[src/rtl/usb3_pkg.sv]
// Shared FT601 bridge types: scheduler states, active-low strobe levels and default bus widths.
package usb3_pkg;

    typedef enum logic [1:0] {
        IDLE  = 2'd0,
        OE_ON = 2'd1,
        READ  = 2'd2,
        GAP   = 2'd3
    } rx_state_t;

    localparam logic FT_ASSERT   = 1'b0;
    localparam logic FT_DEASSERT = 1'b1;

    localparam int DEF_DATA_W = 32;
    localparam int DEF_BE_W   = DEF_DATA_W / 8;

endpackage

[src/rtl/usb3_rx_sched_if.sv]
// FT601 read-side pins plus the downstream write-FIFO port; master is the scheduler side.
interface usb3_rx_sched_if
    import usb3_pkg::*;
#(
    parameter int DATA_W = DEF_DATA_W,
    parameter int BE_W   = DEF_BE_W
) ();

    logic              FT_RXF;
    logic              FT_OE;
    logic              FT_RD;
    logic [DATA_W-1:0] ft_data;
    logic [BE_W-1:0]   ft_be;

    logic              fifo_afull;
    logic              fifo_wr_en;
    logic [DATA_W-1:0] fifo_wr_data;
    logic [BE_W-1:0]   fifo_wr_be;

    modport master (
        input  FT_RXF, ft_data, ft_be, fifo_afull,
        output FT_OE, FT_RD, fifo_wr_en, fifo_wr_data, fifo_wr_be
    );

    modport slave (
        output FT_RXF, ft_data, ft_be, fifo_afull,
        input  FT_OE, FT_RD, fifo_wr_en, fifo_wr_data, fifo_wr_be
    );

endinterface

[src/rtl/usb3_rx_sched.sv]
// FT601 read burst scheduler: OE turnaround, capped READ bursts, GAP spacing; 1-cycle word-to-write latency.
// Backpressure: fifo_afull blocks burst start and ends a burst after at most one further write.
module usb3_rx_sched
    import usb3_pkg::*;
#(
    parameter int DATA_W    = DEF_DATA_W,
    parameter int BE_W      = DEF_BE_W,
    parameter int MAX_BURST = 1024,
    parameter int GAP_CYC   = 2,
    parameter int CNT_W     = 32
) (
    input  logic             ftdi_clk,
    input  logic             reset,
    input  logic             enable,
    usb3_rx_sched_if.master  bus,
    output logic             busy,
    output logic [CNT_W-1:0] word_count
);

    localparam int BW = $clog2(MAX_BURST + 1);
    localparam int GW = (GAP_CYC > 1) ? $clog2(GAP_CYC) : 1;
    localparam logic [BW-1:0] BURST_LAST = BW'(MAX_BURST);
    localparam logic [GW-1:0] GAP_LAST   = GW'(GAP_CYC - 1);

    rx_state_t         state;
    logic [BW-1:0]     burst_cnt;
    logic [GW-1:0]     gap_cnt;
    logic              oe_q;
    logic              rd_q;
    logic              wr_en_q;
    logic [DATA_W-1:0] wr_data_q;
    logic [BE_W-1:0]   wr_be_q;

    logic              capture;
    logic              stop;
    logic [BW-1:0]     burst_nxt;

    // Exit test uses the post-capture count so the word reaching MAX_BURST is still written.
    always_comb begin
        capture   = (state == READ) && (rd_q == FT_ASSERT) && (bus.FT_RXF == FT_ASSERT);
        burst_nxt = burst_cnt + BW'(capture);
        stop      = (bus.FT_RXF == FT_DEASSERT) || bus.fifo_afull || !enable ||
                    (burst_nxt == BURST_LAST);
    end

    always_ff @(posedge ftdi_clk) begin
        if (reset) begin
            state      <= IDLE;
            burst_cnt  <= '0;
            gap_cnt    <= '0;
            oe_q       <= FT_DEASSERT;
            rd_q       <= FT_DEASSERT;
            wr_en_q    <= 1'b0;
            wr_data_q  <= '0;
            wr_be_q    <= '0;
            busy       <= 1'b0;
            word_count <= '0;
        end else begin
            wr_en_q <= 1'b0;
            case (state)
                IDLE: begin
                    if (enable && (bus.FT_RXF == FT_ASSERT) && !bus.fifo_afull) begin
                        state <= OE_ON;
                        oe_q  <= FT_ASSERT;
                        busy  <= 1'b1;
                    end
                end
                OE_ON: begin
                    burst_cnt <= '0;
                    if (bus.FT_RXF == FT_DEASSERT) begin
                        state   <= GAP;
                        oe_q    <= FT_DEASSERT;
                        gap_cnt <= '0;
                    end else begin
                        state <= READ;
                        rd_q  <= FT_ASSERT;
                    end
                end
                READ: begin
                    if (capture) begin
                        wr_en_q    <= 1'b1;
                        wr_data_q  <= bus.ft_data;
                        wr_be_q    <= bus.ft_be;
                        word_count <= word_count + CNT_W'(1);
                        burst_cnt  <= burst_nxt;
                    end
                    if (stop) begin
                        state   <= GAP;
                        oe_q    <= FT_DEASSERT;
                        rd_q    <= FT_DEASSERT;
                        gap_cnt <= '0;
                    end
                end
                GAP: begin
                    if (gap_cnt == GAP_LAST) begin
                        state <= IDLE;
                        busy  <= 1'b0;
                    end else begin
                        gap_cnt <= gap_cnt + GW'(1);
                    end
                end
                default: state <= IDLE;
            endcase
        end
    end

    assign bus.FT_OE        = oe_q;
    assign bus.FT_RD        = rd_q;
    assign bus.fifo_wr_en   = wr_en_q;
    assign bus.fifo_wr_data = wr_data_q;
    assign bus.fifo_wr_be   = wr_be_q;

endmodule
[src/flat_wrapper.sv]
// flat-port wrapper written by rule: the top's interface ports become plain ports
module usb3_rx_sched_flat import usb3_pkg::*;
#(
    parameter int DATA_W    = DEF_DATA_W,
    parameter int BE_W      = DEF_BE_W,
    parameter int MAX_BURST = 1024,
    parameter int GAP_CYC   = 2,
    parameter int CNT_W     = 32
)
  (ftdi_clk, reset, enable, busy, word_count, bus_FT_RXF, bus_ft_data, bus_ft_be, bus_fifo_afull, bus_FT_OE, bus_FT_RD, bus_fifo_wr_en, bus_fifo_wr_data, bus_fifo_wr_be);
  usb3_rx_sched_if #(.DATA_W(DATA_W), .BE_W(BE_W)) bus_i ();
  input  logic ftdi_clk;
  input  logic reset;
  input  logic enable;
  output logic busy;
  output logic [CNT_W-1:0] word_count;
  input wire logic [$bits(bus_i.FT_RXF)-1:0] bus_FT_RXF;
  input wire logic [$bits(bus_i.ft_data)-1:0] bus_ft_data;
  input wire logic [$bits(bus_i.ft_be)-1:0] bus_ft_be;
  input wire logic [$bits(bus_i.fifo_afull)-1:0] bus_fifo_afull;
  output wire logic [$bits(bus_i.FT_OE)-1:0] bus_FT_OE;
  output wire logic [$bits(bus_i.FT_RD)-1:0] bus_FT_RD;
  output wire logic [$bits(bus_i.fifo_wr_en)-1:0] bus_fifo_wr_en;
  output wire logic [$bits(bus_i.fifo_wr_data)-1:0] bus_fifo_wr_data;
  output wire logic [$bits(bus_i.fifo_wr_be)-1:0] bus_fifo_wr_be;
  assign bus_i.FT_RXF = bus_FT_RXF;
  assign bus_i.ft_data = bus_ft_data;
  assign bus_i.ft_be = bus_ft_be;
  assign bus_i.fifo_afull = bus_fifo_afull;
  assign bus_FT_OE = bus_i.FT_OE;
  assign bus_FT_RD = bus_i.FT_RD;
  assign bus_fifo_wr_en = bus_i.fifo_wr_en;
  assign bus_fifo_wr_data = bus_i.fifo_wr_data;
  assign bus_fifo_wr_be = bus_i.fifo_wr_be;
  usb3_rx_sched #(.DATA_W(DATA_W), .BE_W(BE_W), .MAX_BURST(MAX_BURST), .GAP_CYC(GAP_CYC), .CNT_W(CNT_W)) u_core (.ftdi_clk(ftdi_clk), .reset(reset), .enable(enable), .bus(bus_i), .busy(busy), .word_count(word_count));
endmodule
[config.mk]
export PLATFORM = sky130hd
export DESIGN_NAME = usb3_rx_sched_flat
export DESIGN_NICKNAME = d
export VERILOG_FILES = /design/src/rtl/usb3_pkg.sv /design/src/rtl/usb3_rx_sched_if.sv /design/src/rtl/usb3_rx_sched.sv /design/src/flat_wrapper.sv
export SDC_FILE = /design/constraint.sdc
export NUM_CORES = 1
export LEC_CHECK = 0
export CORE_ASPECT_RATIO = 1.1
export CORE_MARGIN = 4
export CORE_UTILIZATION = 51
export CTS_CLUSTER_DIAMETER = 150
export DETAILED_ROUTE_END_ITERATION = 12
export GPL_ROUTABILITY_DRIVEN = 0
export PLACE_DENSITY = 0.94
export SLEW_MARGIN = 20
export SYNTH_ARGS = -nofsm -noshare
export SYNTH_HDL_FRONTEND = slang
export SYNTH_SLANG_ARGS = --single-unit
[constraint.sdc]
create_clock -name ftdi_clk -period 8 [get_ports ftdi_clk]
set_input_delay 0.8 -clock ftdi_clk [delete_from_list [all_inputs] [get_ports ftdi_clk]]
set_output_delay 0.8 -clock ftdi_clk [all_outputs]
set_load 0.005 [all_outputs]
# == Word level (Yosys, flattened, before mapping) ==
# Index checks and enable logic that the tools add are counted.
# op_classes
addsub,3
n_eq_ne,10
mux,21
bitwise_logic,3
n_reduce_logical,22
# op_table
cell,n
$add A32 B1 Y32 const B,1
$pmux W11 S2,1
$reduce_and A3 Y1,4
$add A11 B1 Y11,1
$eq A11 B11 Y1 const B,1
$mux W1,11
$mux W11,1
$ne A2 B1 Y1 const B,4
$pmux W2 S4,1
$mux W2,3
$pmux W1 S3,2
$reduce_bool A3 Y1,2
$eq A2 B2 Y1 const B,2
$logic_and A1 B1 Y1,4
$ne A2 B2 Y1 const B,2
$pmux W1 S2,2
$reduce_and A2 Y1,2
$reduce_and A4 Y1,1
$reduce_bool A2 Y1,2
$logic_or A1 B1 Y1,3
$not A1 Y1,3
$eq A2 B1 Y1 const B,1
$logic_not A1 Y1,2
$logic_not A2 Y1,1
2 further kinds,2
# totals
regBits,86
inputBits,41
out_inout_bits,72

# == Logic depth before layout (Yosys ltp) ==
# depth
word_depth,8
depth_mapped,15
mapped_depth_nobuf,12

# == Least setup slack after synthesis ==
# Ideal clock, no wire load.
# synth_path
kind,input -> register
from,in bus_FT_RXF
to,reg u_core.state[0]
arrival_time_ns,3.869
required_ns,7.878
setup_slack_ns,4.009
cell_stages,13
path_buffers,3
cell_sequence,or3b_1 -> clkbuf_1 -> inv_2 -> clkbuf_1 -> buf_1 -> ha_1 -> ha_1 -> nand4_1 -> o21ai_1 -> or4b_1 -> nor4_4 -> o21ai_2 -> o311a_1
# synth_via
elab_chain_cells,7
word_cells_on_any_way,14
classes_between,1 x add/sub; 3 x eq/ne; 2 x mux; 1 x bitwise; 7 x reduce/logical
# synth_rtl
item,line_no,source
from (decl),flat_wrapper.sv:17,input wire logic [$bits(bus_i.FT_RXF)-1:0] bus_FT_RXF;
$not A1 Y1,usb3_rx_sched.sv:40,capture = (state == READ) && (rd_q == FT_ASSERT) && (bus.FT_RXF == FT_ASSERT);
$logic_and A1 B1 Y1,usb3_rx_sched.sv:40,
named net u_core.capture,usb3_rx_sched.sv:34,logic capture;
$add A11 B1 Y11,usb3_rx_sched.sv:41,burst_nxt = burst_cnt + BW'(capture);
$eq A11 B11 Y1,usb3_rx_sched.sv:43,(burst_nxt == BURST_LAST);
$logic_or A1 B1 Y1,usb3_rx_sched.sv:42,stop = (bus.FT_RXF == FT_DEASSERT) || bus.fifo_afull || !enable ||
$ne A2 B1 Y1 (no source line),-,
$reduce_and A3 Y1 (no source line),-,
to (signal assigned),usb3_rx_sched.sv:48,state <= IDLE;
to (signal assigned),usb3_rx_sched.sv:63,state <= OE_ON;
to (signal assigned),usb3_rx_sched.sv:71,state <= GAP;
to (decl),usb3_rx_sched.sv:25,rx_state_t state;
# The timed path passes the listed nets, and every way through them passes these cells.
# A chain may end at the register's enable or synchronous reset.

# == Worst setup path after layout ==
# layout_path
from,in bus_FT_RXF
to,reg u_core.state[0]
# layout_via
elab_chain_cells,7
word_cells_on_any_way,14
classes_between,1 x add/sub; 3 x eq/ne; 2 x mux; 1 x bitwise; 7 x reduce/logical
# layout_rtl
item,line_no
$not A1 Y1,"usb3_rx_sched.sv:40, usb3_rx_sched.sv:62"
$logic_and A1 B1 Y1,usb3_rx_sched.sv:40
$add A11 B1 Y11,usb3_rx_sched.sv:41
$eq A11 B11 Y1,usb3_rx_sched.sv:43
$logic_or A1 B1 Y1,usb3_rx_sched.sv:42
$ne A2 B1 Y1 (no source line),-
$reduce_and A3 Y1 (no source line),-
# Several ways; a longest one is shown, not always the timed one.

==> impl_metrics.toml <==
[run_status]
status = "completed"

[timing]
final.setup.tns_ns = 0
fmax_mhz = 214
hold_viol_final = 0
rsz0062_at_grt = "no"
period_share = 0.585
tightest_slew_ns = 0.827
layout_min_cycle_time_ns = 4.68
setup-violations-final = 0
slew_violations = 0
maxSlewHeadroom = 0.449
skew_ns = 0.0163

[worst_setup_path]
critPathCaptureType = "flip-flop"
r2r_setup_slack_ns = 3.51
critPathLaunchType = "input pin"
cp_common_cell = "ha_1"
required_ns = 8.24
path_max_fanout = 51
cp_cell_sequence = "clkdlybuf4s50_1 > or3b_1 > buf_4 > inv_2 > ha_1 > ha_1 > nand4_1 > o21ai_1 > or4b_1 > nor4_4 > o21ai_2 > o311a_1"
worstPathArrival_ns = 4.93
critPathBufInv = 3
slowest_delay_ns = 0.63
path_delay_family = "simple AND/OR/NAND/NOR gates"
timing_worst_setup_path_type = "input pin to flip-flop"
critPathSlowestCell = "inv_2"

[run]
cap_violations = 0

[synthesis]
syn_nets = 518
syn_area_um2 = 3780
seq_area_frac_synth = 0.455
synthMostInstantiatedCell = "nand2_1"
async_reset_ff_frac = 0
synth_edf_count = 0
synth_largest_area_cell = "dfxtp_1"
yosysWarningCount = 0
ys_types = 48
yosysTopAreaCellShare = 0.455
synthTopCellsByArea = "dfxtp_1 46%, nand2_1 10%, a21oi_1 7.4%, nor2_1 4.0%, ha_1 3.0%"
synth_common_cells = "103 x nand2_1, 86 x dfxtp_1, 56 x a21oi_1, 40 x nor2_1, 19 x clkbuf_1"
yosys_register_bits = 86
synth_cells = 468
ys.flop_type = "dfxtp_1"
syn_avg_cell_area_um2 = 8.08

[detailed_routing]
routed_via_density = 5.55
routedWlPerCell_um = 14.3
route.antenna.remaining_nets = 0
drc = 0
wl_mm = 9.41
dr.pass1.iters = 5
dr.first_iter.drc_count = 191
num_vias = 3650

[grt]
grt_pass1_wl_mm = 15.1
first_global_vias = 3360
grt_usage = 0.204
antenna_found_initial = 0
grt_max_degree = 84
grt_overflow = 0

[final_layout]
final_core_util = 0.718
nFillCells = 516
postLayoutCellArea_um2 = 5120
num_antenna_cells = 0
syn_to_final_growth_pct = 35.3
fin_nets = 619
seq_area_um2 = 1720
layoutNonFillerInstCount = 658
drive_gt1_frac = 0.0506
multi_input_area_um2 = 1910

[pwr]
total_power_w = 0.000906
peakVddDrop_v = 0.000110
power.density_nw_per_um2 = 177
p_leak_nw = 1.75

[die]
chipWidth_um = 90.1
io_pins = 113
die_h_um = 98.3
initial_core_util = 0.531
fp-row-count = 32
core-area_um2 = 7130
die_area_um2 = 8860

[placement]
place_inst = 643
dpl_cell_area_um2 = 4930
io_buffer_count = 112
hpwl_mm = 6.60

[clock_network]
cts_root_buf = "clkbuf_8"
hold_buffers = 0
cts_buffers = 9
clkLatencyLatePin_ns = 0.36
post_cts_buffers = 0
cts_resized = 0
cts.sinks = 86
cts_htree_levels = 3
clockBufferDepth = 2
tritoncts = "yes"
clkTransAtPathRegs_ns = 0.09

[hold_path]
hold_class = "flip-flop to flip-flop"
## layer usage
layer | part of all wire | GRT usage
met5 | 0 | 0
met4 | 0.017 | 0.0895
met3 | 0.081 | 0.0663
met2 | 0.50 | 0.355
met1 | 0.40 | 0.229
## per-stage QoR
step / hold WS, ns / setup slack, ns
finish: 0.458 / 3.32
floorplan: 0.438 / 4.01
detailed placement: 0.448 / 2.98
global route: 0.476 / 3.08
CTS: 0.459 / 3.36
global placement: 0.441 / 3.14
## final timing paths
check | depth (start not counted) | end | start
worst max-delay path | 12 | u_core.state[0] | bus_FT_RXF
worst min-delay path | 2 | u_core.bus.fifo_wr_data[25] | u_core.bus.fifo_wr_data[25]
worst min register to register | 2 | u_core.bus.fifo_wr_data[25] | u_core.bus.fifo_wr_data[25]
worst max register to register | 13 | u_core.state[0] | u_core.state[0]
## layout by cell type (no fill, tap or decap), drive strengths merged, types with 2 or more instances in the layout
cell           synthesis  layout
and2                   3       3
a21oi                 57      57
clkbuf                20       9
o211ai                 6       6
nand4b                 2       2
dfxtp                 86      86
or3b                   2       2
and4                   3       3
or3                   11      11
inv                   14      16
nand4                  9       9
nand2                103     103
ha                     9       9
nand2b                 3       3
and3                   5       5
clkinv                 0       2
mux2i                  4       4
nor3                   7       7
xor2                  11      11
nor2                  40      40
clkdlybuf4s50          0     111
or2                    2       2
buf                    4       3
nand3                 13      13
nor2b                  3       3
nor4                   6       6
a22oi                  2       2
o21ai                 20      20
a22o                   2       2
xnor2                 11      11
## logic make-up (layout without fill, tap and decap cells)
family                   after synthesis  in the layout  synth area share
AO/OA/AOI/OAI                         94             94             0.140
XOR/XNOR                              22             22            0.0509
adder cells (fa/ha/maj)                9              9            0.0298
buffers and inverters                 38            143            0.0387
flip-flops                            86             86             0.455
multiplexers                           4              4            0.0106
AND/OR/NAND/NOR                      215            215             0.275
## tightest hold or removal path, stage by stage, from the launching register on
cell and delay, ns:
dfxtp_1 0.32, nand2_1 0.05, a21oi_1 0.05
## registers in the layout, summed over array words and instances (netlist names)
signal                   flops
u_core.busy                  1
u_core.burst_cnt            11
u_core.bus.fifo_wr_be        4
u_core.bus.FT_OE             1
u_core.gap_cnt               1
u_core.bus.FT_RD             1
u_core.word_count           32
u_core.bus.fifo_wr_data     32
u_core.bus.fifo_wr_en        1
u_core.state                 2
## cell type report
type | count | area share
clock buffers | 9 | 0.0242
repair buffers | 114 | 0.221
multi-input cells | 344 | 0.374
clock inverters | 6 | 0.0134
flip-flops and latches | 86 | 0.336
well taps | 85 | 0.0208
inverters | 14 | 0.0103
## power breakdown
part	internal (W)	total, W	switching [W]
Clock	0.000145	0.000303	0.000158
Combinational	0.0000729	0.000150	0.0000772
Sequential	0.000441	0.000452	0.0000115
Total	0.000659	0.000906	0.000247
Note: power is estimated with default switching activity, not from simulation.
